`src/rtl/operand_b_sel_pipe.sv`:
```
`default_nettype none
// ============================================================================
// Module   : operand_b_sel_pipe
// Purpose  : ALU operand-B selector (B / zero / extended immediate / loopback)
//            registered in a single valid/ready slot, with a saturating
//            count of issued operands.
// Revision : 1.0 - initial release
// ============================================================================
module operand_b_sel_pipe #(
  parameter int WIDTH     = 8,
  parameter int IMM_WIDTH = 8,
  parameter int CNT_WIDTH = 8
) (
  input  logic                 clk,
  input  logic                 rst,
  input  logic                 in_valid,
  output logic                 in_ready,
  input  logic [1:0]           s,
  input  logic                 sext,
  input  logic [WIDTH-1:0]     B,
  input  logic [IMM_WIDTH-1:0] Im,
  output logic                 out_valid,
  input  logic                 out_ready,
  output logic [WIDTH-1:0]     out_data,
  output logic [CNT_WIDTH-1:0] issued
);

  localparam logic [1:0] c_sel_b    = 2'b00;
  localparam logic [1:0] c_sel_zero = 2'b01;
  localparam logic [1:0] c_sel_imm  = 2'b10;

  logic                 r_valid;
  logic [WIDTH-1:0]     r_data;
  logic [CNT_WIDTH-1:0] r_issued;

  logic [WIDTH-1:0]     w_imm_ext;
  logic [WIDTH-1:0]     w_sel;
  logic                 w_accept;

  generate
    if (IMM_WIDTH == WIDTH) begin : g_imm_full
      assign w_imm_ext = Im;
    end else begin : g_imm_ext
      assign w_imm_ext = {{(WIDTH-IMM_WIDTH){sext & Im[IMM_WIDTH-1]}}, Im};
    end
  endgenerate

  // Loopback (s=11) returns the last accepted operand, consumed or not.
  always_comb begin
    w_sel = r_data;
    case (s)
      c_sel_b:    w_sel = B;
      c_sel_zero: w_sel = '0;
      c_sel_imm:  w_sel = w_imm_ext;
      default:    w_sel = r_data;
    endcase
  end

  assign in_ready = !r_valid || out_ready;
  assign w_accept = in_valid && in_ready;

  always_ff @(posedge clk) begin
    if (rst) begin
      r_valid  <= 1'b0;
      r_data   <= '0;
      r_issued <= '0;
    end else if (w_accept) begin
      r_valid <= 1'b1;
      r_data  <= w_sel;
      if (r_issued != {CNT_WIDTH{1'b1}}) begin
        r_issued <= r_issued + CNT_WIDTH'(1);
      end
    end else if (out_ready) begin
      // Consumed with nothing new: drop valid, keep data for loopback.
      r_valid <= 1'b0;
    end
  end

  assign out_valid = r_valid;
  assign out_data  = r_data;
  assign issued    = r_issued;

endmodule
`default_nettype wire

```
`config.mk`:
```
export PLATFORM = sky130hd
export DESIGN_NAME = operand_b_sel_pipe
export DESIGN_NICKNAME = d
export VERILOG_FILES = /design/src/rtl/operand_b_sel_pipe.sv
export SDC_FILE = /design/constraint.sdc
export NUM_CORES = 1
export LEC_CHECK = 0
export BUFFER_PORTS_ARGS = -buffer_cell sky130_fd_sc_hd__buf_2
export CORE_MARGIN = 5
export CORE_UTILIZATION = 44
export DETAILED_ROUTE_END_ITERATION = 12
export PLACE_DENSITY = 0.84
export SLEW_MARGIN = 25
export SYNTH_ARGS = -nofsm -noshare
export SYNTH_HDL_FRONTEND = slang
export SYNTH_SLANG_ARGS = --single-unit
```
`constraint.sdc`:
```
create_clock -name clk -period 1.8 [get_ports clk]
set_clock_uncertainty 0.1 [all_clocks]
set_input_delay 0.09 -clock clk [delete_from_list [all_inputs] [get_ports clk]]
set_output_delay 0.09 -clock clk [all_outputs]
set_load 0.1 [all_outputs]
```
**Word-level counts from Yosys, hierarchy flattened**

Cells that the tools add are included.

- Memory bits (writable): 0
- ROM bits: 0
- Bits in registers: 17
- Memories: 0
- Input bits: 23
- Output and inout port bits: 18
- Latch bits: 0
- Logic and storage cells: 18

- $lt $le $gt $ge: 0
- Shift-type cells: 0
- Div/mod/pow operators: 0
- Equality and inequality tests: 3
- Multiplexer cells: 3
- Add/subtract/negate cells: 1
- Reduce and logical (&&, ||, !) cells: 8
- Multipliers: 0
- Bitwise operators: 0

Operator list:

| operator | number |
|---|---|
| $pmux 8 s3 | 1 |
| $add 8x1->8 const B | 1 |
| $ne 8x8->1 const B | 1 |
| $reduce_and 2->1 | 2 |
| $reduce_bool 3->1 | 1 |
| $eq 2x1->1 const B | 1 |
| $eq 2x2->1 const B | 1 |
| $logic_not 2->1 | 1 |
| $mux 1 | 2 |
| $reduce_bool 2->1 | 1 |
| $logic_and 1x1->1 | 1 |
| $logic_not 1->1 | 1 |
| $logic_or 1x1->1 | 1 |

**Logic depth before layout (Yosys ltp)**

Gate-level depths: netlist of the first run.

- Depth in word-level cells: 4
- Depth in mapped cells: 6
- Mapped depth without buffers: 6

**Worst setup path after synthesis of the first run**

No wires, ideal clock.

- Path kind: reg2reg
- From: reg r_valid, in the netlist out_valid
- To: reg r_issued[1], in the netlist issued[1]
- Cell stages (with the launch flop): 6
- Required time: 1.570 ns
- Setup time: 0.130 ns
- Setup slack: -0.531 ns
- Arrival time: 2.101 ns
- Clock period less this slack: 2.331 ns
- Path buffers: 0
- Cell sequence: dfxtp_1 > nor2b_2 > inv_2 > o211ai_1 > mux2i_1 > nor2_1

- Longest elaborated chain between the ends: 4

RTL lines:

| item | RTL line | RTL |
|---|---|---|
| start, declared | 32 | `logic r_valid;` |
| start signal, assigned | 64 | `r_valid <= 1'b0;` |
| start signal, assigned | 68 | `r_valid <= 1'b1;` |
| start signal, assigned | 75 | `r_valid <= 1'b0;` |
| $logic_not 1->1 | 59 | `assign in_ready = !r_valid \|\| out_ready;` |
| $logic_or 1x1->1 | 59 |  |
| via in_ready | 17 | `output logic in_ready,` |
| $logic_and 1x1->1 | 60 | `assign w_accept = in_valid && in_ready;` |
| $reduce_and 2->1 (no source line) | n/a |  |
| end signal, assigned | 71 | `r_issued <= r_issued + CNT_WIDTH'(1);` |
| end, declared | 34 | `logic [CNT_WIDTH-1:0] r_issued;` |

The timed path passes the listed nets, and every way through them passes these cells.
A chain may end at the register's enable or synchronous reset.

**Final worst setup path of the first run**

- From: reg r_issued[0], in the netlist issued[0]
- To: reg r_issued[4], in the netlist issued[4]

- Longest elaborated chain between the ends: 2
- Elaborated cells on any way between the ends: 3
- Classes of those cells: add/sub: 1; eq/ne: 1; reduce/logical: 1

RTL lines:

| item |
|---|
| branches (longest 2 deep; another with $add 8x1->8) |

Parallel ways; which one is timed is not known.

==> summary.txt, run 1 <==
Clock tree
  – Hold_buf cts: 0
  – Num Clock Sinks: 17
  – CTS root buf: clkbuf_4
  – Reg clk slew, reported paths: around 100 ps
  – Post_cts resized: 0
  – Postcts setup bufs: 0
  – Worst skew pair latency: roughly 290 ps
  – Inserted Clock Buffers: 3
  – CTS tree: built
  – CTS Buffer Depth: 2
  – H-Tree Depth: 1

Final layout
  – Most frequent cells in the layout: 39 x buf_2, 16 x nor2_1, 8 x a211oi_1, 8 x dfxtp_1, 6 x a22oi_1
  – Most common cell after layout, fill and taps aside: buf_2
  – Final Core Density: 0.626
  – Share of layout cells above drive strength 1: 0.485
  – Net count, final: 159
  – Ant diodes: 0
  – Area grow syn2layout: 32.4%

Drt
  – Via count: just over 800
  – Wire per inst: 12.3 um
  – Remaining antenna violation count: 0
  – DRT Wirelength: just under 2000 um
  – DRC viols: 0
  – Detailed Routing Iterations Pass 1: 4
  – Via-to-Cell Ratio: approximately 5.2
  – Initial DRC Count: 11

Critical path
  – Top delay family on crit path: simple AND/OR/NAND/NOR gates
  – Largest stage delay, worst path: about 370 ps
  – CP endpoint: issued[4]$_SDFFE_PP0P_
  – CP max FO: 4
  – Critical Path RT: 1880 ps
  – Crit path launch type: register
  – RR Startpoint: issued[0]$_SDFFE_PP0P_
  – Worst r2r dst: issued[4]$_SDFFE_PP0P_
  – Worst reg-to-reg setup slack: roughly 210 ps
  – Crit. path cell count: 5
  – Worst Path Arrival: between 1500 and 2000 ps
  – Buffers and inverters on the worst path: 0
  – Slowest-stage cell, CP: dfxtp_4
  – Crit end category: register
  – WS Path Type: register to register
  – Critical Path, Cell by Cell: ha_1 -> nand2_1 -> nor3_2 -> nand3_1 -> mux2_1
  – Origin of the worst setup path: issued[0]$_SDFFE_PP0P_
  – Worst R2R Path Depth: 5

Yosys
  – Post-Syn Instances: between 90 and 100
  – Synth Warn #: 0
  – Post-synth cell types: 30
  – Adder-cell share of the synthesized area: 0.0450
  – Ranking of synthesized cells by area: dfxtp_1 41%, a211oi_1 7.2%, nor2_1 7.2%
  – EDFF count, synth: 0
  – Synthesized area: around 830 sq um
  – Post-synth top area share: 0.408
  – Sequential share of the synthesized area: 0.408
  – Area leader, netlist: dfxtp_1
  – Simple-Gate Fraction of Synth Area: 0.216
  – Ys async rst share: 0
  – Synth Area in XOR/XNOR: 0.0105
  – #FFs+latches synth: 17
  – Multiplexer share of the synthesized area: 0.0435
  – Area fraction in compound gates after synthesis: 0.241
  – Prevailing post-synth register cell: dfxtp_1
  – Mapped Nets: 117
  – Largest family of logic cells by synthesized area: compound AO/OA/AOI/OAI gates
  – Synthesized area per cell: a little over 9 sq um

Pwr
  – VDD IR max: between 500 and 600 uV
  – Lkg Pwr: ~0.5 nW
  – PwrDens: 824 nW/um^2

Timing
  – Max_slew headroom: 0.671
  – Final setup viols: 0
  – Final hold vios: 0
  – Period minus WS final: around 1600 ps
  – Slew Viols, Final: 0
  – FMAX: 630 MHz
  – RSZ-0062 raised after global routing: no
  – Setup tns final: 0 ps
  – Final period util: 0.882
  – Worst-margin pin slew: 497 ps

Die
  – Rows: 15
  – Die Width: between 50 and 60 um
  – # IOs: a little over 40
  – CORE AREA: 1760 sq um
  – Starting Density: 0.473
  – Die ar.: 2870 sq um
  – Die H: 53.6 um

Place
  – HPWL after DPL: between 1500 and 2000 um
  – Number of port buffers: 39
  – Routability cong.: between 0.7 and 0.8

Global route
  – Initial antenna violation count: 0
  – Global-route wire length before repair: 3040 um
  – Vias in the first global route: 750
  – Largest net degree at the start of global routing: 20
  – GRT Total Usage: 0.146
  – GR Overflow Total: 0

Flow run
  – Max cap viols: 0

Worst hold path
  – HP Class: input pin to register

Run status
  – Status: finished clean
worst min path at each step:
| stage | start | to | slack (ps) | cells after the start |
|---|---|---|---|---|
| 2_1_floorplan | in_valid | out_valid$_SDFFE_PP0P_ | 170 | 2 |
| 3_3_place_gp | in_valid | out_valid$_SDFFE_PP0P_ | 310 | 3 |
| 3_5_place_dp | in_valid | out_valid$_SDFFE_PP0P_ | 330 | 3 |
| 4_1_cts | B[5] | out_data[5]$_SDFFE_PP0P_ | 10 | 3 |
| 5_1_grt | in_valid | issued[2]$_SDFFE_PP0P_ | 20 | 3 |
| 6_report | in_valid | out_valid$_SDFFE_PP0P_ | 30 | 3 |
Yosys cell counts, types with 2 or more instances:
| library cell | n |
|---|---|
| nand2_1 | 3 |
| dfxtp_1 | 17 |
| nor2b_1 | 3 |
| ha_1 | 3 |
| nand3_1 | 3 |
| a211oi_2 | 2 |
| a21oi_1 | 5 |
| inv_2 | 2 |
| a22oi_1 | 6 |
| nor2_1 | 16 |
| a31oi_1 | 2 |
| a211oi_1 | 8 |
| nor3_2 | 2 |
| clkbuf_1 | 3 |
logic make-up (layout without fill, tap and decap cells):
family	Yosys count	in the layout
flops	17	17
xor+xnor	1	1
compound gates	27	27
mux	3	3
simple gates	33	33
fa+ha+maj	3	3
buf+inv	7	48
sequential cells by signal, summed over array words and instances (netlist names):
name / flops
out_data: 8
issued: 8
out_valid: 1
tightest hold or removal path, cell delays in order:
cell and delay [ps]:
buf_2 110, inv_2 70, a21oi_1 110
per-layer routing:
layer | vias to the layer above | wire [um] | track usage
li1 | 417 | - | -
met1 | 365 | 780 | 0.154
met2 | 34 | 878 | 0.259
met3 | 5 | 226 | 0.0443
met4 | 0 | 41 | 0.0766
met5 | - | 0 | 0
final cells by class:
class,instances,area [sq um]
Sequential cell,17,362
Inverter,3,11.3
Tap cell,25,31.3
Clock buffer,4,26.3
Timing Repair Buffer,41,210
Fill cell,175,659
Multi-Input combinational cell,67,464
through the flow:
stage / setup slack, ps / instance area [sq um] / hold slack (ps) / std cells / power (mW)
2_1_floorplan: -29.7 / 856 / 169 / 91 / 0.654
3_3_place_gp: 287 / 1080 / 313 / 153 / 0.710
3_5_place_dp: 203 / 1080 / 329 / 153 / 0.716
4_1_cts: 177 / 1100 / 11.1 / 157 / 0.925
5_1_grt: 98.2 / 1100 / 17.0 / 157 / 0.955
6_report: 212 / 1100 / 29.0 / 157 / 0.910
report_power, final:
| part | switching [mW] | internal, mW |
|---|---|---|
| registers | 0.0122 | 0.395 |
| clock network | 0.117 | 0.0861 |
| logic | 0.230 | 0.0691 |
| total | 0.359 | 0.551 |
(Power assumes the default switching activity.)
==> run 2, diff against run 1 <==
Settings changed: ABC_AREA set to 1, CORE_UTILIZATION 44 to 46, PLACE_DENSITY 0.84 to 0.85.
==> summary.txt, run 2 <==
Die
  – Die H: ~55 um
  – Starting Density: 0.483
  – Die Width: ~55 um
  – Rows: 16
  – Die ar.: about 3100 sq um
  – # IOs: around 40
  – CORE AREA: a little under 2000 sq um

Pwr
  – PwrDens: 771 nW/um^2
  – Psw: ~0.38 mW
  – Sequential power share: 0.442
  – Clock power frac: 0.225
  – P_int: about 0.55 mW
  – VDD IR max: approximately 500 uV
  – Logic gate share of total power: 0.332
  – Net Sw Frac: 0.409
  – Lkg Pwr: ~0.65 nW
  – Total power: between 0.9 and 1 mW

Global route
  – Vias in the first global route: approximately 980
  – Initial antenna violation count: 0
  – Global-route wire length before repair: 4040 um
  – Largest net degree at the start of global routing: 17
  – GRT Total Usage: 0.162
  – GR Overflow Total: 0

Timing
  – Slew Viols, Final: 0
  – FMAX: between 700 and 800 MHz
  – Final hold slack: around 22 ps
  – Final setup viols: 0
  – RSZ-0062 raised after global routing: no
  – Max_slew headroom: 0.675
  – Worst-margin pin slew: between 400 and 500 ps
  – Period minus WS final: roughly 1400 ps
  – Final period util: 0.784
  – Final hold vios: 0
  – Setup tns final: 0 ps

Clock tree
  – CTS root buf: clkbuf_4
  – H-Tree Depth: 1
  – CTS Buffer Depth: 2
  – Post_cts resized: 0
  – Reg clk slew, reported paths: 100 ps
  – Worst skew pair latency: 290 ps
  – Inserted Clock Buffers: 3
  – CTS tree: built
  – Num Clock Sinks: 17

Critical path
  – CP max FO: 4
  – Buffers and inverters on the worst path: 1
  – Largest stage delay, worst path: roughly 470 ps
  – Top delay family on crit path: buffers and inverters
  – Critical Path, Cell by Cell: buf_2
  – WS Path Type: register to primary output
  – Worst Path Arrival: ~1200 ps
  – Slowest-stage cell, CP: buf_2
  – Crit end category: primary output
  – Critical Path RT: ~1600 ps
  – Crit path launch type: register

Yosys
  – Sequential share of the synthesized area: 0.359
  – Prevailing post-synth register cell: dfxtp_1
  – EDFF count, synth: 0
  – Ys async rst share: 0
  – Dominant cell by count in the synthesized netlist: nand2_1
  – Top cells by count, synth: 33 x nand2_1, 30 x nor2_1, 17 x dfxtp_1, 14 x nand3_1, 8 x o21ai_1
  – Ranking of synthesized cells by area: dfxtp_1 36%, nand2_1 13%, nor2_1 12%
  – Post-Syn Instances: 138
  – Synth Warn #: 0
  – Mapped Nets: 164
  – Post-synth cell types: 22
  – Area leader, netlist: dfxtp_1
  – Synthesized area per cell: slightly below 7 sq um
  – Synthesized area: ~950 sq um
  – #FFs+latches synth: 17
  – Post-synth top area share: 0.359

Final layout
  – Fill cells: ~200
  – Final Core Density: 0.617
  – Area grow syn2layout: 27.9%
  – Most common cell after layout, fill and taps aside: buf_2
  – Ant diodes: 0
  – Net count, final: 207
  – Most frequent cells in the layout: 39 x buf_2, 33 x nand2_1, 30 x nor2_1, 14 x nand3_1, 12 x dfxtp_1
  – Share of layout cells above drive strength 1: 0.361

Drt
  – Initial DRC Count: 10
  – DRC viols: 0
  – Remaining antenna violation count: 0
  – DRT Wirelength: approximately 2300 um
  – Via-to-Cell Ratio: between 4 and 5
  – Via count: just over 1000
  – Wire per inst: between 10 and 15 um
  – Detailed Routing Iterations Pass 1: 4

Place
  – Number of port buffers: 39
  – HPWL after DPL: approximately 1900 um
  – Routability cong.: about 0.88

Run status
  – Status: finished clean

Worst hold path
  – HP Class: input pin to register

Flow run
  – Max cap viols: 0
run 2: cell types whose count changed after synthesis, moves of 4 or more:
cell	delta
a211oi_1	-8
nor2_1	+14
o21ai_1	+8
nand2_1	+30
inv_1	+4
a22oi_1	-6
nand3_1	+11
run 2: timing repair:
| action | CTS | global route |
|---|---|---|
| buffers inserted | 0 | 0 |
| endpoints found under the setup margin | 0 | 0 |
| hold endpoints to repair | 1 | 0 |
| hold buffers | 2 | 0 |
run 2: power groups by stage:
stage / Clock, mW / Combinational (mW) / Sequential (mW)
floorplan: 0 / 0.0990 / 0.570
detailed placement: 0 / 0.308 / 0.421
finish: 0.210 / 0.310 / 0.413
global route: 0.235 / 0.335 / 0.416
CTS: 0.216 / 0.312 / 0.413
global placement: 0 / 0.301 / 0.420
run 2: tightest hold or removal path: cells and delay by family:
kind          cells  cell delay [ps]
buf+inv           1               70
simple gates      4              220
run 2: cell families (layout without fill, tap and decap cells):
group,Yosys count,count (layout),synth area share
AND/OR/NAND/NOR,88,88,0.432
flip-flops,17,17,0.359
AO/OA/AOI/OAI,15,15,0.0912
buffers and inverters,15,57,0.0779
adder cells (fa/ha/maj),3,3,0.0396
run 2: stage by stage:
step	area (sq um)	std cells	setup slack [ps]
after CTS	1210	207	384
after global routing	1210	207	350
after global placement	1160	201	535
after detailed placement	1160	201	489
final	1210	207	389
after floorplan	958	138	3.17
run 2: worst paths after layout:
path | slack [ps] | cells past startpoint | end | start
worst max-delay path | 390 | 1 | issued[5] | issued[5]$_SDFFE_PP0P_
worst min-delay path | 20 | 5 | out_data[3]$_SDFFE_PP0P_ | B[3]
worst max register to register | 480 | 6 | issued[3]$_SDFFE_PP0P_ | issued[0]$_SDFFE_PP0P_
worst min register to register | 410 | 2 | out_data[0]$_SDFFE_PP0P_ | out_data[0]$_SDFFE_PP0P_
run 2: final cells by class:
cell class | count | area [sq um] | share of cell area
Multi-Input combinational cell | 106 | 538 | 0.444
Sequential cell | 17 | 347 | 0.286
Timing Repair Buffer | 41 | 215 | 0.178
Inverter | 12 | 50.0 | 0.0413
Tap cell | 27 | 33.8 | 0.0279
Clock buffer | 3 | 22.5 | 0.0186
Clock inverter | 1 | 5.00 | 0.00413
run 2: layer usage:
metal,global-route usage,routed length [um],up-vias
met3,0.0606,163,9
met1,0.160,896,454
met5,0,0,-
met2,0.287,1170,27
li1,-,-,523
met4,0.0938,58,0
